===== src/rtl/muldiv_if.sv =====
// Request/result bundle between an issuing pipeline and the HI/LO multiply-divide unit.
interface muldiv_if;
    logic        start;
    logic [1:0]  op;
    logic [31:0] a;
    logic [31:0] b;
    logic        hi_we;
    logic        lo_we;
    logic [31:0] wdata;
    logic        busy;
    logic        done;
    logic [31:0] hi;
    logic [31:0] lo;

    modport master (
        output start, op, a, b, hi_we, lo_we, wdata,
        input  busy, done, hi, lo
    );

    modport slave (
        input  start, op, a, b, hi_we, lo_we, wdata,
        output busy, done, hi, lo
    );
endinterface


===== src/rtl/muldiv_unit.sv =====
// Iterative 32-bit MULT/MULTU/DIV/DIVU unit with HI/LO registers.
// One bit per cycle on operand magnitudes; signs are reapplied when the result is committed.
module muldiv_unit (
    input  logic     clk,
    input  logic     reset,
    muldiv_if.slave  bus
);

    localparam int unsigned W = 32;
    localparam logic [0:0]  IDLE = 1'b0;
    localparam logic [0:0]  RUN  = 1'b1;

    logic [0:0]     state;
    logic [0:0]     state_next;
    logic           accept_c;
    logic           last_c;

    logic [4:0]     count;
    logic           is_div;
    logic           neg_res;
    logic           neg_rem;
    logic [W-1:0]   a_q;
    logic [W-1:0]   mag_b;
    logic [2*W-1:0] acc;

    logic           signed_op;
    logic           a_neg;
    logic           b_neg;
    logic [W-1:0]   mag_a_in;
    logic [W-1:0]   mag_b_in;

    logic [W:0]     mul_sum;
    logic [W:0]     div_rem;
    logic [W-1:0]   div_diff;
    logic [2*W-1:0] acc_next;
    logic [2*W-1:0] mul_res;
    logic [W-1:0]   res_hi;
    logic [W-1:0]   res_lo;

    // State register
    always_ff @(posedge clk) begin
        if (reset) state <= IDLE;
        else       state <= state_next;
    end

    // Next-state and control strobes
    always_comb begin
        state_next = state;
        accept_c   = 1'b0;
        last_c     = 1'b0;
        case (state)
            IDLE: begin
                if (bus.start) begin
                    accept_c   = 1'b1;
                    state_next = RUN;
                end
            end
            RUN: begin
                if (count == 5'd31) begin
                    last_c     = 1'b1;
                    state_next = IDLE;
                end
            end
            default: state_next = IDLE;
        endcase
    end

    // Operand magnitudes at acceptance; ops 00/10 are the signed variants
    always_comb begin
        signed_op = ~bus.op[0];
        a_neg     = signed_op & bus.a[W-1];
        b_neg     = signed_op & bus.b[W-1];
        mag_a_in  = a_neg ? W'(-bus.a) : bus.a;
        mag_b_in  = b_neg ? W'(-bus.b) : bus.b;
    end

    // One iteration: acc holds {partial, multiplier} or {remainder, dividend/quotient}
    always_comb begin
        mul_sum  = {1'b0, acc[2*W-1:W]} + (acc[0] ? {1'b0, mag_b} : (W+1)'(0));
        div_rem  = {acc[2*W-1:W], acc[W-1]};
        div_diff = W'(div_rem - {1'b0, mag_b});
        if (is_div) begin
            if (div_rem >= {1'b0, mag_b})
                acc_next = {div_diff, acc[W-2:0], 1'b1};
            else
                acc_next = {div_rem[W-1:0], acc[W-2:0], 1'b0};
        end else begin
            acc_next = {mul_sum, acc[W-1:1]};
        end
    end

    // Signed fix-up of the final iteration's value
    always_comb begin
        mul_res = neg_res ? (2*W)'(-acc_next) : acc_next;
        if (!is_div) begin
            res_hi = mul_res[2*W-1:W];
            res_lo = mul_res[W-1:0];
        end else if (mag_b == '0) begin
            res_hi = a_q;
            res_lo = '1;
        end else begin
            res_hi = neg_rem ? W'(-acc_next[2*W-1:W]) : acc_next[2*W-1:W];
            res_lo = neg_res ? W'(-acc_next[W-1:0])   : acc_next[W-1:0];
        end
    end

    // Datapath, HI/LO and status outputs
    always_ff @(posedge clk) begin
        if (reset) begin
            count    <= '0;
            is_div   <= 1'b0;
            neg_res  <= 1'b0;
            neg_rem  <= 1'b0;
            a_q      <= '0;
            mag_b    <= '0;
            acc      <= '0;
            bus.hi   <= '0;
            bus.lo   <= '0;
            bus.busy <= 1'b0;
            bus.done <= 1'b0;
        end else begin
            bus.done <= 1'b0;
            bus.busy <= (state_next == RUN);
            if (accept_c) begin
                count   <= '0;
                is_div  <= bus.op[1];
                neg_res <= a_neg ^ b_neg;
                neg_rem <= a_neg;
                a_q     <= bus.a;
                mag_b   <= mag_b_in;
                acc     <= {{W{1'b0}}, mag_a_in};
            end else if (state == RUN) begin
                acc   <= acc_next;
                count <= count + 5'd1;
                if (last_c) begin
                    bus.hi   <= res_hi;
                    bus.lo   <= res_lo;
                    bus.done <= 1'b1;
                end
            end else begin
                if (bus.hi_we) bus.hi <= bus.wdata;
                if (bus.lo_we) bus.lo <= bus.wdata;
            end
        end
    end

endmodule


===== src/flat_wrapper.sv =====
// flat-port wrapper written by rule: the top's interface ports become plain ports
module muldiv_unit_flat 
  (clk, reset, bus_start, bus_op, bus_a, bus_b, bus_hi_we, bus_lo_we, bus_wdata, bus_busy, bus_done, bus_hi, bus_lo);
  muldiv_if bus_i ();
  input  logic clk;
  input  logic reset;
  input wire logic [$bits(bus_i.start)-1:0] bus_start;
  input wire logic [$bits(bus_i.op)-1:0] bus_op;
  input wire logic [$bits(bus_i.a)-1:0] bus_a;
  input wire logic [$bits(bus_i.b)-1:0] bus_b;
  input wire logic [$bits(bus_i.hi_we)-1:0] bus_hi_we;
  input wire logic [$bits(bus_i.lo_we)-1:0] bus_lo_we;
  input wire logic [$bits(bus_i.wdata)-1:0] bus_wdata;
  output wire logic [$bits(bus_i.busy)-1:0] bus_busy;
  output wire logic [$bits(bus_i.done)-1:0] bus_done;
  output wire logic [$bits(bus_i.hi)-1:0] bus_hi;
  output wire logic [$bits(bus_i.lo)-1:0] bus_lo;
  assign bus_i.start = bus_start;
  assign bus_i.op = bus_op;
  assign bus_i.a = bus_a;
  assign bus_i.b = bus_b;
  assign bus_i.hi_we = bus_hi_we;
  assign bus_i.lo_we = bus_lo_we;
  assign bus_i.wdata = bus_wdata;
  assign bus_busy = bus_i.busy;
  assign bus_done = bus_i.done;
  assign bus_hi = bus_i.hi;
  assign bus_lo = bus_i.lo;
  muldiv_unit u_core (.clk(clk), .reset(reset), .bus(bus_i));
endmodule

===== config.mk =====
export PLATFORM = sky130hd
export DESIGN_NAME = muldiv_unit_flat
export DESIGN_NICKNAME = d
export VERILOG_FILES = /design/src/rtl/muldiv_if.sv /design/src/rtl/muldiv_unit.sv /design/src/flat_wrapper.sv
export SDC_FILE = /design/constraint.sdc
export NUM_CORES = 1
export LEC_CHECK = 0
export BUFFER_PORTS_ARGS = -buffer_cell sky130_fd_sc_hd__buf_2
export CORE_AREA = 2 2 184 276
export CTS_BUF_LIST = sky130_fd_sc_hd__clkbuf_2
export DETAILED_ROUTE_END_ITERATION = 10
export DIE_AREA = 0 0 186 278
export GPL_TIMING_DRIVEN = 0
export SLEW_MARGIN = 0
export SYNTH_ARGS = -nofsm -noshare
export SYNTH_HDL_FRONTEND = slang
export SYNTH_SLANG_ARGS = --single-unit

===== constraint.sdc =====
create_clock -name clk -period 12 [get_ports clk]
set_input_delay 2.4 -clock clk [delete_from_list [all_inputs] [get_ports clk]]
set_output_delay 2.4 -clock clk [all_outputs]
set_load 0.02 [all_outputs]

# Word level (Yosys, flattened, before mapping)
# Index checks and enable logic that the tools add are counted.
[word_totals]
register_bits = 202
latch_bits = 0
mem_bits_rw = 0
rom_bits = 0
output_inout_bits = 66
word_cells = 64
mem_count = 0
[op_classes]
add_sub_neg = 8
mul = 0
n_div = 0
order_cmp = 1
n_eq_ne = 2
n_shift = 0
mux = 27
bitwise_logic = 6
n_reduce_logical = 8
[ops]
columns = ["operator", "count"]
rows = [
  ["32-bit two-way mux", 17],
  ["64-bit two-way mux", 3],
  ["32-bit negation", 4],
  ["64-bit negation", 1],
  ["32-bit by 32-bit adder with 33-bit output", 1],
  ["33-bit by 32-bit greater-or-equal comparator with 1-bit output", 1],
  ["32-bit zero test", 1],
  ["32-bit subtractor", 1],
  ["1-bit two-way mux", 6],
  ["3-bit AND reduction", 2],
  ["2-bit nonzero test", 3],
  ["5-bit by 1-bit adder with 5-bit output, second input constant", 1],
  ["5-bit == test, second input constant", 1],
  ["1-bit NOT", 3],
  ["3-bit OR reduction", 1],
  ["1-bit AND", 2],
  ["2-bit inequality test, second input constant", 1],
  ["1-bit case mux with 2 select lines", 1],
  ["2-bit OR reduction", 1],
  ["1-bit bitwise XOR", 1],
]

# Logic depth before layout (Yosys ltp)
# Gate-level depths: netlist (run 1).
[depth]
ltp_word = 9
mapped_depth = 22

# Worst setup path after synthesis (run 1)
# Ideal clock, no wire load.
[synth_timing]
path_type = "reg-to-reg"
start = "register u_core.acc[0]"
end = "register u_core.bus.hi[29]"
setup_time_ps = 117
arrival_time_ps = 4879
required_time_ps = 11883
path_slack_ps = 7003
path_stages_with_launch = 19
path_buffers = 1
cell_sequence = "dfxtp_1 clkbuf_1 and2_1 ha_1 inv_1 fa_1 nand2b_1 a21oi_1 o2111ai_1 and3_1 o21ai_0 xnor2_1 o211ai_1 or3_1 or4_4 or4_4 or4_4 o21a_1 a32o_1"
[synth_between]
elab_chain_cells = 9
word_cells_on_any_way = 12
cone_classes = "add/sub (3); mux (9)"
[synth_lines]
columns = ["item", "line", "source"]
rows = [
  ["start: declaration", "muldiv_unit.sv:24", "logic [2*W-1:0] acc;"],
  ["start signal: assignment", "muldiv_unit.sv:131", "acc <= {{W{1'b0}}, mag_a_in};"],
  ["start signal: assignment", "muldiv_unit.sv:133", "acc <= acc_next;"],
  ["32-bit two-way mux", "muldiv_unit.sv:79", "mul_sum = {1'b0, acc[2*W-1:W]} + (acc[0] ? {1'b0, mag_b} : (W+1)'(0));"],
  ["32-bit by 32-bit adder with 33-bit output", "muldiv_unit.sv:79", ""],
  ["64-bit two-way mux *", "muldiv_unit.sv:82", "if (is_div) begin"],
  ["32-bit negation", "muldiv_unit.sv:102", "res_hi = neg_rem ? W'(-acc_next[2*W-1:W]) : acc_next[2*W-1:W];"],
  ["32-bit two-way mux", "muldiv_unit.sv:102", ""],
  ["32-bit two-way mux", "muldiv_unit.sv:98", "end else if (mag_b == '0) begin"],
  ["32-bit two-way mux *", "muldiv_unit.sv:95", "if (!is_div) begin"],
  ["32-bit two-way mux *", "muldiv_unit.sv:135", "if (last_c) begin"],
  ["32-bit two-way mux *", "muldiv_unit.sv:132", "end else if (state == RUN) begin"],
  ["end signal: assignment", "muldiv_unit.sv:136", "bus.hi <= res_hi;"],
  ["end signal: assignment", "muldiv_unit.sv:141", "if (bus.hi_we) bus.hi <= bus.wdata;"],
  ["end: declaration", "muldiv_if.sv:22", "output busy, done, hi, lo"],
]
# Every way passes the cells marked *; elsewhere a longest branch is shown, timed or not. The select of a mux whose other input is x is not followed.
# A chain may end at the register's enable or synchronous reset.

# Final worst setup path (run 1)
[layout_timing]
start = "register u_core.is_div"
end = "register u_core.bus.hi[4]"
[layout_between]
elab_chain_cells = 7
word_cells_on_any_way = 9
cone_classes = "add/sub (2); mux (7)"
[layout_lines]
columns = ["item", "line", "source"]
rows = [
  ["start: declaration", "muldiv_unit.sv:19", "logic is_div;"],
  ["start signal: assignment", "muldiv_unit.sv:126", "is_div <= bus.op[1];"],
  ["64-bit two-way mux", "muldiv_unit.sv:82", ""],
  ["32-bit negation", "muldiv_unit.sv:102", ""],
  ["32-bit two-way mux", "muldiv_unit.sv:102", ""],
  ["32-bit two-way mux", "muldiv_unit.sv:98", ""],
  ["32-bit two-way mux *", "muldiv_unit.sv:95", ""],
  ["32-bit two-way mux *", "muldiv_unit.sv:135", ""],
  ["32-bit two-way mux *", "muldiv_unit.sv:132", ""],
]
# Marked as above.

==> out/metrics.yaml, run 1 <==
nFillCells: 5411
crit_chain: "buf_2, buf_1, clkbuf_1, clkbuf_1, buf_1, clkbuf_1, buf_1, clkbuf_1, buf_1, o21ai_0, ha_1, o211ai_1, or3_1, nand4b_1, or2_2, inv_1, nand2_1, o21ai_0, xnor2_1, o211ai_1, o211ai_1, a21oi_1"
ant_nets: 0
ir_worst_vdd_mv: 0.05338
via_per_inst: 6.148
syn_to_final_growth_pct: 13.16
min_period_ns: 10.13
netlist_instances: 2401
drc_errors: 0
drtIter0Drc: 1638
grt_max_degree: 15
hold_buffers: 0
cts_buffers: 52
core_area_um2: 49420
end_kind: "flip-flop"
synth-async-reset-ratio_pct: 0
met1_usage_pct: 34.83
synth.distinct_cells: 86
antenna_found_initial: 12
status: "complete, no violations"
grt_usage_pct: 37.58
row_count: 100
period_share_pct: 84.38
grt_pass1_wl_um: 137900
die_h_um: 278
die_x_um: 186
skew_ns: 0.06101
hpwl_um: 78430
start_kind: "flip-flop"
wl_per_cell_um: 29.37
slew_viol_final: 0
synth_area_um2: 17050
fin_nets: 2800
setup_ws_ns: 1.874
cts_buffer_depth: 3
power.density_nw_per_um2: 113.3
critPathMaxStageDelay_ns: 1.00
ys_ff_latch: 202
crit_cells: 22
dpl_cell_area_um2: 18720
cts_sinks: 202
setup_tns_ns: 0
reg2reg_depth: 22
critPathTopFamily: "buffers and inverters"
relSlewSlack_pct: 5.587
grt_setup_unrepaired: "false"
cts_setup_buffers: 0
top_usage_layer: "met2"
whs_path_depth: 2
hold_class: "reg2reg"
htreeDepth: 2
leakage_uw: 0.007610
synth_warnings: 0
ys_seq_area_share_pct: 23.72
clk_latency_ns: 1.02
fmax_mhz: 98.75
critPathMaxFanout: 10
synth_edf_count: 0
start_util_pct: 34.50
tightest_slew_ns: 1.403
clockRootBuffer: "clkbuf_2"
finalSetupViolCount: 0
die_area_um2: 51710
critPathKind: "reg2reg"
ioPinCount: 169
drt-total-wl_um: 97960
post_cts_resized: 0
portBuffers: 167
met3_usage_pct: 9.775
syn-num-nets: 2576
num_vias: 20500
final_area_um2: 19300
dp_slack_ns: 2.348
syn_avg_cell_area_um2: 7.102
grt_remaining_overflow: 0
drive_gt1_share_pct: 11.46
synth_flop_cell: "dfxtp_1"
maxCapViolCount: 0
finalHoldViolations: 0
cp.required_ns: 12.94
slowest_stage: "buf_1"
drt-pass1-iter-count: 6
clk_pin_slew_ns: 0.16
tritoncts: "built"
path_buf_inv: 10
routabilityCongestion: 1.078
arrival_ns: 11.07
multi_input_area_um2: 12210
first_global_vias: 20140
use_met2_pct: 62.16
regArea_um2: 4044
registers in the layout, indices dropped and copies added (netlist names):
register / flops
u_core.bus.hi: 32
u_core.a_q: 32
u_core.mag_b: 32
u_core.count: 5
u_core.bus.done: 1
u_core.is_div: 1
u_core.bus.lo: 32
u_core.acc: 64
u_core.neg_res: 1
u_core.bus.busy: 1
u_core.neg_rem: 1
cell type report:
cell class              count  share of cell area [%]
multi-input cells        1992                   63.29
flip-flops and latches    202                   20.96
clock buffers              70                   1.816
plain buffers             138                   2.808
well taps                 663                   4.299
inverters                  69                   1.342
diodes                     10                  0.1297
repair buffers            170                   4.468
clock inverters            21                  0.8883
logic make-up after synthesis:
family | after synthesis | synth area share (%)
muxes | 65 | 3.948
buffers and inverters | 207 | 4.696
AOI/OAI and AO/OA | 733 | 27.96
xor gates and xnor gates | 165 | 8.475
and+or+nand+nor | 957 | 25.84
DFF | 202 | 23.72
adders and majority gates | 72 | 5.371
final timing paths:
path,start,to,slack [ns]
worst max-delay path,u_core.is_div,u_core.bus.hi[4],1.87
worst min-delay path,u_core.a_q[25],u_core.a_q[25],0.47
worst max register to register,u_core.is_div,u_core.bus.hi[4],1.87
worst min register to register,u_core.a_q[25],u_core.a_q[25],0.47
cell usage after synthesis (28+ instances only):
cell type | instances | share of area, %
o21ai_0 | 132 | 3.9
and2_1 | 40 | 1.5
mux2i_1 | 47 | 2.8
xor2_1 | 79 | 4.1
xnor2_1 | 86 | 4.4
a311oi_1 | 39 | 2.0
inv_1 | 67 | 1.5
nand2_1 | 295 | 6.5
a211oi_1 | 59 | 2.6
nor4_1 | 33 | 1.2
a21oi_1 | 231 | 6.8
a21o_1 | 34 | 1.5
dfxtp_1 | 202 | 24
ha_1 | 70 | 5.1
nand3_1 | 52 | 1.5
nand4_1 | 28 | 1.0
nor3_1 | 63 | 1.8
nor2_1 | 319 | 7.0
clkbuf_1 | 117 | 2.6
cells in the final DEF, fill, tap and decap left out, types with 59 or more instances in the layout:
| cell type | n |
|---|---|
| nor2_1 | 319 |
| nand2_1 | 295 |
| a21oi_1 | 231 |
| dfxtp_1 | 202 |
| buf_2 | 168 |
| o21ai_0 | 131 |
| clkbuf_1 | 117 |
| xnor2_1 | 86 |
| xor2_1 | 79 |
| clkbuf_2 | 71 |
| ha_1 | 70 |
| inv_1 | 67 |
| nor3_1 | 63 |
| a211oi_1 | 59 |
tightest hold or removal path: stages, from the launching register on:
cell     delay [ns]
dfxtp_1        0.32
nand2_1        0.05
a21oi_1        0.05
layer usage:
| layer | wire (um) | vias up |
|---|---|---|
| met5 | 41 | - |
| met4 | 13200 | 6 |
| met1 | 31100 | 9634 |
| li1 | - | 9249 |
| met3 | 6976 | 483 |
| met2 | 46640 | 1130 |
through the flow:
stage | utilization (%) | total power [uW] | hold WS [ns] | std cells
2_1_floorplan | - | 1254 | 0.4320 | 2401
3_3_place_gp | 37.87 | 1582 | 0.4451 | 3231
3_5_place_dp | 37.88 | 1588 | 0.4555 | 3231
4_1_cts | 38.94 | 2148 | 0.4703 | 3322
5_1_grt | 39.00 | 2267 | 0.4915 | 3326
6_report | 39.04 | 2187 | 0.4677 | 3335
report_power, final:
group          leakage, uW  switching [uW]  internal, uW
sequential         0.00166            58.3           712
clock             0.000370             346           226
combinational      0.00558             593           252
No activity file was read; power rests on OpenSTA's default activity.
==> run 2, diff against run 1 <==
Clock period 12 ns to 8.2 ns, I/O delays scaled along.
==> run 2 against run 1 <==
Effect of this change:
- critical path depth shrank 1
- sequential power rose by 47%
- clock power is 46% higher
- register-to-register slack worse by 1.7 ns
- clock skew grew 0.0022 ns
- sequential share of layout area about the same
- sequential cell count is the same
- die area is the same
- total power grew 46%
- via count is 0.57% lower
- final area about the same
- critical path type unchanged
==> out/metrics.yaml, run 2 (synthesized netlist as in run 1, its figures left out) <==
status: "complete, no violations"
pwr-share-comb_pct: 38.6
fin_nets: 2800
routabilityCongestion: 1.078
drtIter0Drc: 1786
switchingPower_uw: 1457
hold_buffers: 0
layout_common_cells: "nor2_1, nand2_1, a21oi_1"
arrival_ns: 8.99
cts_sinks: 202
syn_to_final_growth_pct: 13.18
setup_ws_ns: 0.1688
final_common_cell: "nor2_1"
cts_setup_buffers: 0
dp_slack_ns: -1.452
wl_per_cell_um: 29.41
drc_errors: 0
finalSetupViolCount: 0
core_area_um2: 49420
clk_pin_slew_ns: 0.15
top_register: "u_core.acc"
post_cts_resized: 6
grt_max_degree: 20
clk_latency_ns: 1.03
clkPwrFrac_pct: 26.2
power.density_nw_per_um2: 165.7
p_int_uw: 1742
largest_reg_flops: 64
min_period_ns: 8.031
drt-pass1-iter-count: 8
antenna_found_initial: 7
p_seq_share_pct: 35.2
period_share_pct: 97.94
start_util_pct: 34.50
drive_gt1_share_pct: 11.65
fmax_mhz: 124.5
tritoncts: "built"
maxCapViolCount: 0
die_x_um: 186
row_count: 100
via_per_inst: 6.122
leakage_uw: 0.007626
hold_class: "reg2reg"
start_kind: "flip-flop"
grt_setup_unrepaired: "false"
end_kind: "flip-flop"
grt_pass1_wl_um: 137700
drt-total-wl_um: 97930
first_global_vias: 20130
cts_buffers: 52
slew_viol_final: 0
ant_nets: 0
ir_worst_vdd_mv: 0.07886
skew_ns: 0.06323
die_h_um: 278
htreeDepth: 2
nFillCells: 5410
finalPower_uw: 3199
relSlewSlack_pct: 6.439
cts_buffer_depth: 3
sw_frac_of_total_pct: 45.55
portBuffers: 167
hpwl_um: 78430
finalHoldViolations: 0
tightest_slew_ns: 1.391
critPathKind: "reg2reg"
grt_usage_pct: 37.43
num_vias: 20390
cp.required_ns: 9.16
grt_remaining_overflow: 0
ioPinCount: 169
die_area_um2: 51710
clockRootBuffer: "clkbuf_2"
critPathMaxFanout: 19
[run 2: cell types whose count changed in the layout (fill, tap and decap cells not counted), sizes merged]
| cell | before | now |
|---|---|---|
| diode | 10 | 5 |
| clkdlybuf4s15 | 0 | 1 |
| clkbuf | 189 | 188 |
[run 2: path summary, 6_finish.rpt]
| check | slack (ns) | depth (start not counted) | from | to |
|---|---|---|---|---|
| setup / recovery | 0.17 | 21 | u_core.is_div | u_core.bus.hi[4] |
| setup reg to reg | 0.17 | 21 | u_core.is_div | u_core.bus.hi[4] |
| hold reg to reg | 0.47 | 2 | u_core.a_q[25] | u_core.a_q[25] |
| hold / removal | 0.47 | 2 | u_core.a_q[25] | u_core.a_q[25] |
[run 2: worst max-delay path, cell delays in order, from the launching register on]
cell and delay [ns]:
dfxtp_1 0.55, buf_2 0.47, buf_1 0.53, clkbuf_2 0.53, clkbuf_1 0.56, buf_1 0.58
clkbuf_2 0.51, clkbuf_4 0.50, clkdlybuf4s15_2 0.61, o21ai_0 0.24, ha_1 0.33, o211ai_1 0.17
or3_1 0.32, nand4b_1 0.22, or2_2 0.22, inv_1 0.11, nand2_1 0.30, o21ai_0 0.21
xnor2_1 0.22, o211ai_1 0.42, o211ai_1 0.20, a21oi_1 0.18
[run 2: per-stage QoR]
step,instance area [um2],setup TNS [ns],utilization (%),instances,hold WS [ns]
floorplan,17050,0,-,2401,0.4320
global placement,18720,-18.35,37.87,3231,0.4451
detailed placement,18720,-18.41,37.88,3231,0.4555
CTS,19260,0,38.97,3321,0.4703
global route,19290,0,39.03,3326,0.4915
finish,19300,0,39.05,3330,0.4684
[run 2: metal layers]
metal / GRT usage, % / part of all wire (%) / up-vias
met5: 0 / 0.012 / -
met4: 41.79 / 14 / 2
met3: 9.134 / 7.1 / 528
met2: 62.67 / 47 / 1155
met1: 34.86 / 32 / 9478
li1: - / - / 9223
[run 2: layout make-up]
| cell class | count | area, um2 | area share (%) |
|---|---|---|---|
| clock buffer | 70 | 350.3 | 1.815 |
| multi-input combinational | 1992 | 12210 | 63.28 |
| timing repair buffer | 171 | 867.1 | 4.493 |
| sequential | 202 | 4044 | 20.95 |
| buffer | 137 | 551.8 | 2.859 |
| tap | 663 | 829.5 | 4.298 |
| clock inverter | 21 | 171.4 | 0.8882 |
| antenna | 5 | 12.51 | 0.06483 |
| inverter | 69 | 259.0 | 1.342 |
[run 2: power groups by stage]
stage	clock, uW	sequential, uW	combinational (uW)
5_1_grt	881	1130	1300
3_5_place_dp	0	1140	1180
3_3_place_gp	0	1140	1170
6_report	837	1130	1230
4_1_cts	838	1120	1180
2_1_floorplan	0	1120	710
